### config.mk
export PLATFORM = sky130hd
export DESIGN_NAME = m_dm_ctrl_flat
export DESIGN_NICKNAME = d
export VERILOG_FILES = /design/src/rtl/m_dm_ctrl_if.sv /design/src/rtl/m_dm_ctrl.sv /design/src/flat_wrapper.sv
export SDC_FILE = /design/constraint.sdc
export NUM_CORES = 1
export LEC_CHECK = 0
export ABC_AREA = 1
export BUFFER_PORTS_ARGS = -buffer_cell sky130_fd_sc_hd__buf_2
export CAP_MARGIN = 20
export CORE_MARGIN = 1.5
export CORE_UTILIZATION = 48
export CTS_CLUSTER_SIZE = 40
export DETAILED_ROUTE_END_ITERATION = 16
export HOLD_SLACK_MARGIN = 0.15
export PLACE_DENSITY = 0.91
export SYNTH_ARGS = -nofsm -noshare
export SYNTH_HDL_FRONTEND = slang
export SYNTH_SLANG_ARGS = --single-unit
### constraint.sdc
create_clock -name clk -period 3.6 [get_ports clk]
set_clock_uncertainty 0.05 [all_clocks]
set_input_delay 0.18 -clock clk [delete_from_list [all_inputs] [get_ports clk]]
set_output_delay 0.18 -clock clk [all_outputs]
set_load 0.02 [all_outputs]
### src/rtl/m_dm_ctrl_if.sv
// Bundle of the M-stage pipeline controls and the data-memory request/ready bus
// seen by m_dm_ctrl (slave view) and its environment (master view).
interface m_dm_ctrl_if;
  logic        MemRead;
  logic        MemWrite;
  logic [1:0]  Size;
  logic [31:0] Addr;
  logic [31:0] WD;
  logic        m_data_req;
  logic        m_data_ready;
  logic [31:0] m_data_addr;
  logic [31:0] m_data_wdata;
  logic [3:0]  m_data_byteen;
  logic [31:0] m_data_rdata;
  logic [31:0] DMRaw;
  logic        Stall;
  logic        AdEL;
  logic        AdES;

  modport slave (
    input  MemRead, MemWrite, Size, Addr, WD, m_data_ready, m_data_rdata,
    output m_data_req, m_data_addr, m_data_wdata, m_data_byteen, DMRaw, Stall, AdEL, AdES
  );

  modport master (
    output MemRead, MemWrite, Size, Addr, WD, m_data_ready, m_data_rdata,
    input  m_data_req, m_data_addr, m_data_wdata, m_data_byteen, DMRaw, Stall, AdEL, AdES
  );
endinterface

### src/rtl/m_dm_ctrl.sv
// M-stage data-memory access controller: one outstanding request, pipeline stall until ready.
// Optional alignment trap (AdEL/AdES) is built in when ALIGN_CHECK_EN is defined.
//
// state | meaning
// IDLE  | no request; an access latches the request registers and stalls
// BUSY  | request held on the bus until m_data_ready
// DONE  | request finished, stall released so the pipeline advances
module m_dm_ctrl (
  input  logic        clk,
  input  logic        reset,
  m_dm_ctrl_if.slave  bus
);
  localparam logic [1:0] S_IDLE = 2'd0;
  localparam logic [1:0] S_BUSY = 2'd1;
  localparam logic [1:0] S_DONE = 2'd2;

  logic [1:0]  r_state;
  logic [31:0] r_addr;
  logic [31:0] r_wdata;
  logic [3:0]  r_byteen;
  logic        r_read;
  logic [31:0] r_dmraw;

  logic        w_access;
  logic        w_is_store;
  logic        w_misaligned;
  logic        w_idle;
  logic        w_busy;
  logic        w_start;
  logic [3:0]  w_byteen_st;
  logic [31:0] w_wdata;

  assign w_access   = bus.MemRead | bus.MemWrite;
  assign w_is_store = bus.MemWrite;
  assign w_idle     = (r_state == S_IDLE);
  assign w_busy     = (r_state == S_BUSY);

`ifdef ALIGN_CHECK_EN
  assign w_misaligned = ((bus.Size == 2'd1) & bus.Addr[0]) |
                        (bus.Size[1] & (|bus.Addr[1:0]));
`else
  assign w_misaligned = 1'b0;
`endif

  assign w_start = w_idle & w_access & ~w_misaligned;

  always_comb begin
    w_byteen_st = 4'b1111;
    w_wdata     = bus.WD;
    case (bus.Size)
      2'd0: begin
        w_byteen_st = 4'b0001 << bus.Addr[1:0];
        w_wdata     = {4{bus.WD[7:0]}};
      end
      2'd1: begin
        w_byteen_st = bus.Addr[1] ? 4'b1100 : 4'b0011;
        w_wdata     = {2{bus.WD[15:0]}};
      end
      default: begin
        w_byteen_st = 4'b1111;
        w_wdata     = bus.WD;
      end
    endcase
  end

  always_ff @(posedge clk or posedge reset) begin
    if (reset) begin
      r_state  <= S_IDLE;
      r_addr   <= 32'd0;
      r_wdata  <= 32'd0;
      r_byteen <= 4'd0;
      r_read   <= 1'b0;
      r_dmraw  <= 32'd0;
    end else begin
      case (r_state)
        S_IDLE: begin
          if (w_start) begin
            r_addr   <= {bus.Addr[31:2], 2'b00};
            r_wdata  <= w_wdata;
            r_byteen <= w_is_store ? w_byteen_st : 4'b0000;
            r_read   <= ~w_is_store;
            r_state  <= S_BUSY;
          end
        end
        S_BUSY: begin
          if (bus.m_data_ready) begin
            if (r_read) r_dmraw <= bus.m_data_rdata;
            r_state <= S_DONE;
          end
        end
        S_DONE:  r_state <= S_IDLE;
        default: r_state <= S_IDLE;
      endcase
    end
  end

  // Bus outputs are only meaningful while the request is outstanding.
  assign bus.m_data_req    = w_busy;
  assign bus.m_data_addr   = w_busy ? r_addr   : 32'd0;
  assign bus.m_data_wdata  = w_busy ? r_wdata  : 32'd0;
  assign bus.m_data_byteen = w_busy ? r_byteen : 4'd0;
  assign bus.DMRaw         = r_dmraw;
  assign bus.Stall         = ~reset & (w_start | w_busy);

`ifdef ALIGN_CHECK_EN
  assign bus.AdEL = ~reset & w_idle & w_access & w_misaligned & ~w_is_store;
  assign bus.AdES = ~reset & w_idle & w_access & w_misaligned & w_is_store;
`else
  assign bus.AdEL = 1'b0;
  assign bus.AdES = 1'b0;
`endif
endmodule

### src/flat_wrapper.sv
// flat-port wrapper written by rule: the top's interface ports become plain ports
module m_dm_ctrl_flat 
  (clk, reset, bus_MemRead, bus_MemWrite, bus_Size, bus_Addr, bus_WD, bus_m_data_ready, bus_m_data_rdata, bus_m_data_req, bus_m_data_addr, bus_m_data_wdata, bus_m_data_byteen, bus_DMRaw, bus_Stall, bus_AdEL, bus_AdES);
  m_dm_ctrl_if bus_i ();
  input  logic clk;
  input  logic reset;
  input wire logic [$bits(bus_i.MemRead)-1:0] bus_MemRead;
  input wire logic [$bits(bus_i.MemWrite)-1:0] bus_MemWrite;
  input wire logic [$bits(bus_i.Size)-1:0] bus_Size;
  input wire logic [$bits(bus_i.Addr)-1:0] bus_Addr;
  input wire logic [$bits(bus_i.WD)-1:0] bus_WD;
  input wire logic [$bits(bus_i.m_data_ready)-1:0] bus_m_data_ready;
  input wire logic [$bits(bus_i.m_data_rdata)-1:0] bus_m_data_rdata;
  output wire logic [$bits(bus_i.m_data_req)-1:0] bus_m_data_req;
  output wire logic [$bits(bus_i.m_data_addr)-1:0] bus_m_data_addr;
  output wire logic [$bits(bus_i.m_data_wdata)-1:0] bus_m_data_wdata;
  output wire logic [$bits(bus_i.m_data_byteen)-1:0] bus_m_data_byteen;
  output wire logic [$bits(bus_i.DMRaw)-1:0] bus_DMRaw;
  output wire logic [$bits(bus_i.Stall)-1:0] bus_Stall;
  output wire logic [$bits(bus_i.AdEL)-1:0] bus_AdEL;
  output wire logic [$bits(bus_i.AdES)-1:0] bus_AdES;
  assign bus_i.MemRead = bus_MemRead;
  assign bus_i.MemWrite = bus_MemWrite;
  assign bus_i.Size = bus_Size;
  assign bus_i.Addr = bus_Addr;
  assign bus_i.WD = bus_WD;
  assign bus_i.m_data_ready = bus_m_data_ready;
  assign bus_i.m_data_rdata = bus_m_data_rdata;
  assign bus_m_data_req = bus_i.m_data_req;
  assign bus_m_data_addr = bus_i.m_data_addr;
  assign bus_m_data_wdata = bus_i.m_data_wdata;
  assign bus_m_data_byteen = bus_i.m_data_byteen;
  assign bus_DMRaw = bus_i.DMRaw;
  assign bus_Stall = bus_i.Stall;
  assign bus_AdEL = bus_i.AdEL;
  assign bus_AdES = bus_i.AdES;
  m_dm_ctrl u_core (.clk(clk), .reset(reset), .bus(bus_i));
endmodule
==> results_dict.tcl, run 1 <==
set metrics [dict create \
    clk_path_buf_depth 2 \
    vias_per_cell 4.96 \
    crit_family "simple AND/OR/NAND/NOR gates" \
    path_depth 7 \
    drt-initial-drc-count 366 \
    final_cells 1047 \
    cts_setup_buffers 0 \
    place.gp.congestion 0.821 \
    start_util_pct 49.0 \
    ant_nets 0 \
    worstReg2RegStart "u_core.r_state[1]$_DFFE_PP0P_" \
    irDropWorstVdd_v 0.000490 \
    hold_slack_ns 0.178 \
    layout-drive-gt1-share_pct 25.2 \
    cp-end-kind "flip-flop" \
    area_growth_pct 47.3 \
    numClockSinks 101 \
    status "finished, final reports clean" \
    rows 36 \
    grt_pass1_vias 4959 \
    rr_worst_depth 6 \
    antenna_found_initial 1 \
    grt_use_total_pct 28.6 \
    drcViolationCount 0 \
    path_common_cell "nand2_1" \
    place_inst 926 \
    cpPeakStageDelay_ns 0.84 \
    die_area_mm2 0.0105 \
    cp_slowest_cell "nand2_1" \
    avgSynthCellArea_um2 7.60 \
    finalHoldViolCount 0 \
    startpoint_type "input port" \
    grt-ovfl-total 0 \
    p_leak_nw 3.94 \
    critPathCapture "u_core.bus.DMRaw[23]$_DFFE_PP0P_" \
    path_max_fanout 34 \
    path_cells "dlygate4sd3_1 > buf_2 > inv_1 > nor2_4 > nand2_1 > nand2_1 > nand2_1" \
    r2r_end "u_core.bus.DMRaw[23]$_DFFE_PP0P_" \
    fin_ws_ns 1.01 \
    grt_pass1_wl_mm 23.3 \
    critPathBufInv 3 \
    fin_crit_ns 2.59 \
    rsz0062_at_grt "no" \
    first_pass_iters 5 \
    hold_class "input port to flip-flop" \
    drv_slew 0 \
    syn_area_mm2 0.00474 \
    fmax_mhz 385 \
    ys_types 18 \
    place_area_mm2 0.00575 \
    p_per_area_mw_per_mm2 757 \
    fin_setup_tns_ns 0 \
    chipHeight_um 102 \
    ys_seq_area_share_pct 53.3 \
    root_buffer "clkbuf_8" \
    ff2ff_setup_slack_ns 1.04 \
    cts_buffers 9 \
    hpwlAfterDp_mm 8.21 \
    dr_total_vias 5192 \
    yosys_warnings 0 \
    critical_path_required_ns 3.79 \
    finalNetCount 1011 \
    setup_viol 0 \
    htreeDepth 3 \
    tightestPinTransition_ns 1.04 \
    io_buffers 202 \
    final_area_mm2 0.00698 \
    netlist_instances 624 \
    core-area_mm2 0.00968 \
    grt_max_degree 89 \
    maxCapViolCount 0 \
    startpoint "bus_m_data_ready" \
    min_period_over_period_pct 72.1 \
    criticalPathCategory "input port to flip-flop" \
    clkTransAtPathRegs_ns 0.11 \
    die-width_um 102 \
    arrival_ns 2.79 \
    ys_seq_elements 101 \
    io_pins 207 \
    cts_tree "built" \
    dp_slack_ns 1.20 \
    clock_latency_ns 0.36 \
    routed_wl_mm 15.5 \
    max-slew-margin-rel_pct 30.2 \
    drt-wirelength-per-cell_um 14.8 \
]
-- registers in the layout, indices dropped and copies added (netlist names) --
name and flops:
u_core.bus.DMRaw 32, u_core.r_wdata 32, u_core.r_addr 30, u_core.r_byteen 4, u_core.r_state 2, u_core.r_read 1
-- layout by cell type, fill, tap and decap left out, types with 3 or more instances in the layout --
cell,instances
conb_1,4
o21ai_1,35
buf_2,202
nand3_1,48
nor2_1,72
clkbuf_8,9
inv_1,81
buf_4,4
nand2_1,205
dfrtp_1,101
clkinvlp_4,3
o21ai_0,32
dlygate4sd3_1,103
-- logic make-up after synthesis --
group	count (synthesis)	share of synthesized area [%]
buf+inv	124	11.6
compound gates	69	7.28
flops	101	53.3
simple gates	329	27.7
other cells	1	0.0791
-- per-layer routing --
layer	routed length, um	track usage, %	share of wire [%]	vias to the layer above
met1	5780	32.8	37	2384
met3	991	5.61	6.4	72
met5	0	0	0	-
li1	-	-	-	2442
met4	657	13.5	4.2	0
met2	8050	51.4	52	294
-- worst reg2reg max path: stages (launching register included) --
cell     delay (ns)
dfrtp_1        0.41
inv_1          0.07
nand2_2        0.06
nor2_4         0.57
nand2_1        0.85
nand2_1        0.33
nand2_1        0.10
-- metrics by stage --
step | utilization (%) | total power, mW
floorplan | - | 3.70
global placement | 59.4 | 4.38
detailed placement | 59.4 | 4.45
CTS | 71.8 | 5.20
global route | 72.1 | 5.67
finish | 72.1 | 5.29
-- report_power, final --
group / internal, mW / switching [mW] / total (mW)
Combinational: 0.852 / 1.86 / 2.71
Sequential: 1.66 / 0.250 / 1.91
Clock: 0.258 / 0.402 / 0.660
-- cell usage after synthesis, drive strengths merged --
master | instances | area, um^2
nor2 | 75 | 299
dfrtp | 101 | 2530
a21oi | 1 | 5.00
nand2 | 206 | 776
o21ai | 68 | 340
buf | 35 | 216
inv | 83 | 312
conb | 1 | 3.75
clkbuf | 6 | 22.5
nand3 | 48 | 240
-- repair_timing --
| action | in CTS | in global routing |
|---|---|---|
| hold buffers | 103 | 0 |
| endpoints found under the hold margin | 185 | 0 |
| resized for setup | 0 | 0 |
-- worst min path at each step --
stage	to	cells past startpoint	slack, ns	startpoint
floorplan	u_core.r_state[0]$_DFFE_PP0P_	1	0.24	bus_m_data_ready
global placement	u_core.r_addr[21]$_DFFE_PP0P_	3	0.34	bus_Addr[21]
detailed placement	u_core.r_addr[21]$_DFFE_PP0P_	3	0.34	bus_Addr[21]
CTS	u_core.r_byteen[2]$_DFFE_PP0P_	6	0.16	bus_Addr[0]
global route	u_core.r_byteen[1]$_DFFE_PP0P_	5	0.19	bus_MemWrite
finish	u_core.r_byteen[1]$_DFFE_PP0P_	5	0.18	bus_Addr[0]
-- area by class of cell --
type	instances	area [um^2]
Multi-Input combinational cell	402	1680
Antenna cell	1	2.50
Clock inverter	6	47.5
Tap cell	133	166
Timing Repair Buffer	311	2120
Sequential cell	101	2530
Fill cell	713	2700
Clock buffer	10	128
Inverter	83	314
Power figures use the tool's default switching activity.
==> inputs of run 2 (changes only) <==
==> constraint.sdc (replaced) <==
create_clock -name clk -period 2.7 [get_ports clk]
set_clock_uncertainty 0.05 [all_clocks]
set_input_delay 0.135 -clock clk [delete_from_list [all_inputs] [get_ports clk]]
set_output_delay 0.135 -clock clk [all_outputs]
set_load 0.02 [all_outputs]
==> run 2 against run 1 <==
Net effect:
- clock power rose by 43%
- die area did not move
- worst hold slack got worse by 0.041 ns
- critical path depth fell by 3
- first-iteration DRC count fell by 23%
- power rose by 35%
- cell area rose by 1.6%
- sequential share of layout area fell by 0.57 points
- non-clock buffer count rose by 11
- largest power group unchanged
- sequential power rose by 35%
- final cell count rose by 1.1%
==> results_dict.tcl, run 2 (synthesized netlist as in run 1, its figures left out) <==
set metrics [dict create \
    status "finished, final reports clean" \
    fillers 649 \
    hold_slack_ns 0.137 \
    die_area_mm2 0.0105 \
    cts_buffers 9 \
    clkTransAtPathRegs_ns 0.09 \
    arrival_ns 1.83 \
    drv_slew 0 \
    layout-drive-gt1-share_pct 25.1 \
    grt_pass1_vias 4940 \
    start_util_pct 49.0 \
    io_pins 207 \
    htreeDepth 3 \
    grt_max_degree 73 \
    ant_nets 0 \
    dr_total_vias 5169 \
    final_cell_mix "205 x nand2_1, 202 x buf_2, 111 x dlygate4sd3_1" \
    routed_wl_mm 15.1 \
    hold_class "input port to flip-flop" \
    fin_setup_tns_ns 0 \
    drt-wirelength-per-cell_um 14.3 \
    multi_input_area_mm2 0.00168 \
    drt-initial-drc-count 281 \
    fin_crit_ns 2.01 \
    cts_tree "built" \
    criticalPathCategory "flip-flop to primary output" \
    critical_path_required_ns 2.52 \
    grt_pass1_wl_mm 23.0 \
    path_cells "nand2_2 > buf_4 > nor2_1 > buf_2" \
    finalNetCount 1022 \
    maxCapViolCount 0 \
    core-area_mm2 0.00968 \
    p_leak_nw 3.99 \
    grt-ovfl-total 0 \
    finalHoldViolCount 0 \
    numClockSinks 101 \
    clk_path_buf_depth 2 \
    io_buffers 202 \
    first_pass_iters 7 \
    hpwlAfterDp_mm 8.64 \
    tightestPinTransition_ns 0.673 \
    path_max_fanout 29 \
    drcViolationCount 0 \
    layout_commonest_cell "nand2_1" \
    min_period_over_period_pct 74.6 \
    grt_use_total_pct 28.6 \
    setup_viol 0 \
    fmax_mhz 496 \
    seq_area_mm2 0.00253 \
    place.gp.congestion 0.824 \
    die-width_um 102 \
    clock_latency_ns 0.35 \
    p_per_area_mw_per_mm2 1010 \
    startpoint_type "flip-flop" \
    cp_slowest_cell "dfrtp_1" \
    cpPeakStageDelay_ns 0.42 \
    cp-end-kind "primary output" \
    rsz0062_at_grt "no" \
    fin_total_pwr_mw 7.16 \
    irDropWorstVdd_v 0.000427 \
    area_growth_pct 49.6 \
    rows 36 \
    chipHeight_um 102 \
    max-slew-margin-rel_pct 55.1 \
    antenna_found_initial 0 \
    vias_per_cell 4.89 \
    root_buffer "clkbuf_8" \
]
[run 2: path summary, 6_finish.rpt]
kind	cells after the start	startpoint	slack [ns]	end
max	4	u_core.r_state[0]$_DFFE_PP0P_	0.69	bus_m_data_wdata[12]
min	5	bus_WD[21]	0.14	u_core.r_wdata[21]$_DFFE_PP0P_
max reg2reg	4	u_core.r_state[0]$_DFFE_PP0P_	0.69	u_core.r_state[0]$_DFFE_PP0P_
min reg2reg	2	u_core.bus.DMRaw[13]$_DFFE_PP0P_	0.43	u_core.bus.DMRaw[13]$_DFFE_PP0P_
max in group asynchronous	4	reset	1.41	u_core.r_addr[24]$_DFFE_PP0P_
min in group asynchronous	3	reset	0.40	u_core.bus.DMRaw[20]$_DFFE_PP0P_
[run 2: metrics by stage]
step	utilization, %	worst slack, ns	instances	area (um^2)
after floorplan	-	1.25	627	4760
after global placement	59.8	1.05	930	5790
after detailed placement	59.8	1.05	930	5790
after CTS	73.2	0.688	1057	7090
after global routing	73.2	0.572	1057	7090
final	73.3	0.685	1058	7100
[run 2: final cells by class]
| cell class | count | share of cell area (%) |
|---|---|---|
| timing repair buffer | 322 | 31.2 |
| clock inverter | 5 | 0.829 |
| clock buffer | 11 | 1.85 |
| tap | 133 | 2.35 |
| antenna | 1 | 0.0353 |
| inverter | 83 | 4.44 |
| sequential | 101 | 35.6 |
| multi-input combinational | 402 | 23.7 |
[run 2: layer usage]
layer,track usage (%),up-vias,part of all wire [%]
met2,50.8,256,52
met4,14.8,0,4.0
li1,-,2466,-
met5,0,-,0
met1,32.8,2388,38
met3,5.40,59,5.8
[run 2: worst max-delay path, delay by kind of cell, from the launching register on]
family	cells	cell delay, ns
buffers and inverters	2	0.55
flip-flops	1	0.42
AND/OR/NAND/NOR	2	0.49
[run 2: what timing repair did]
| action | CTS | global route |
|---|---|---|
| setup endpoints to repair | 0 | 0 |
| gates resized for setup | 0 | 0 |
| hold buffers | 111 | 0 |
| hold endpoints to repair | 128 | 0 |
| setup buffers | 0 | 0 |
[run 2: where the power goes]
part           internal, mW  switching, mW  total (mW)
registers              2.22          0.358        2.58
clock network         0.432          0.510       0.942
logic                  1.19           2.45        3.64
total                  3.84           3.32        7.16
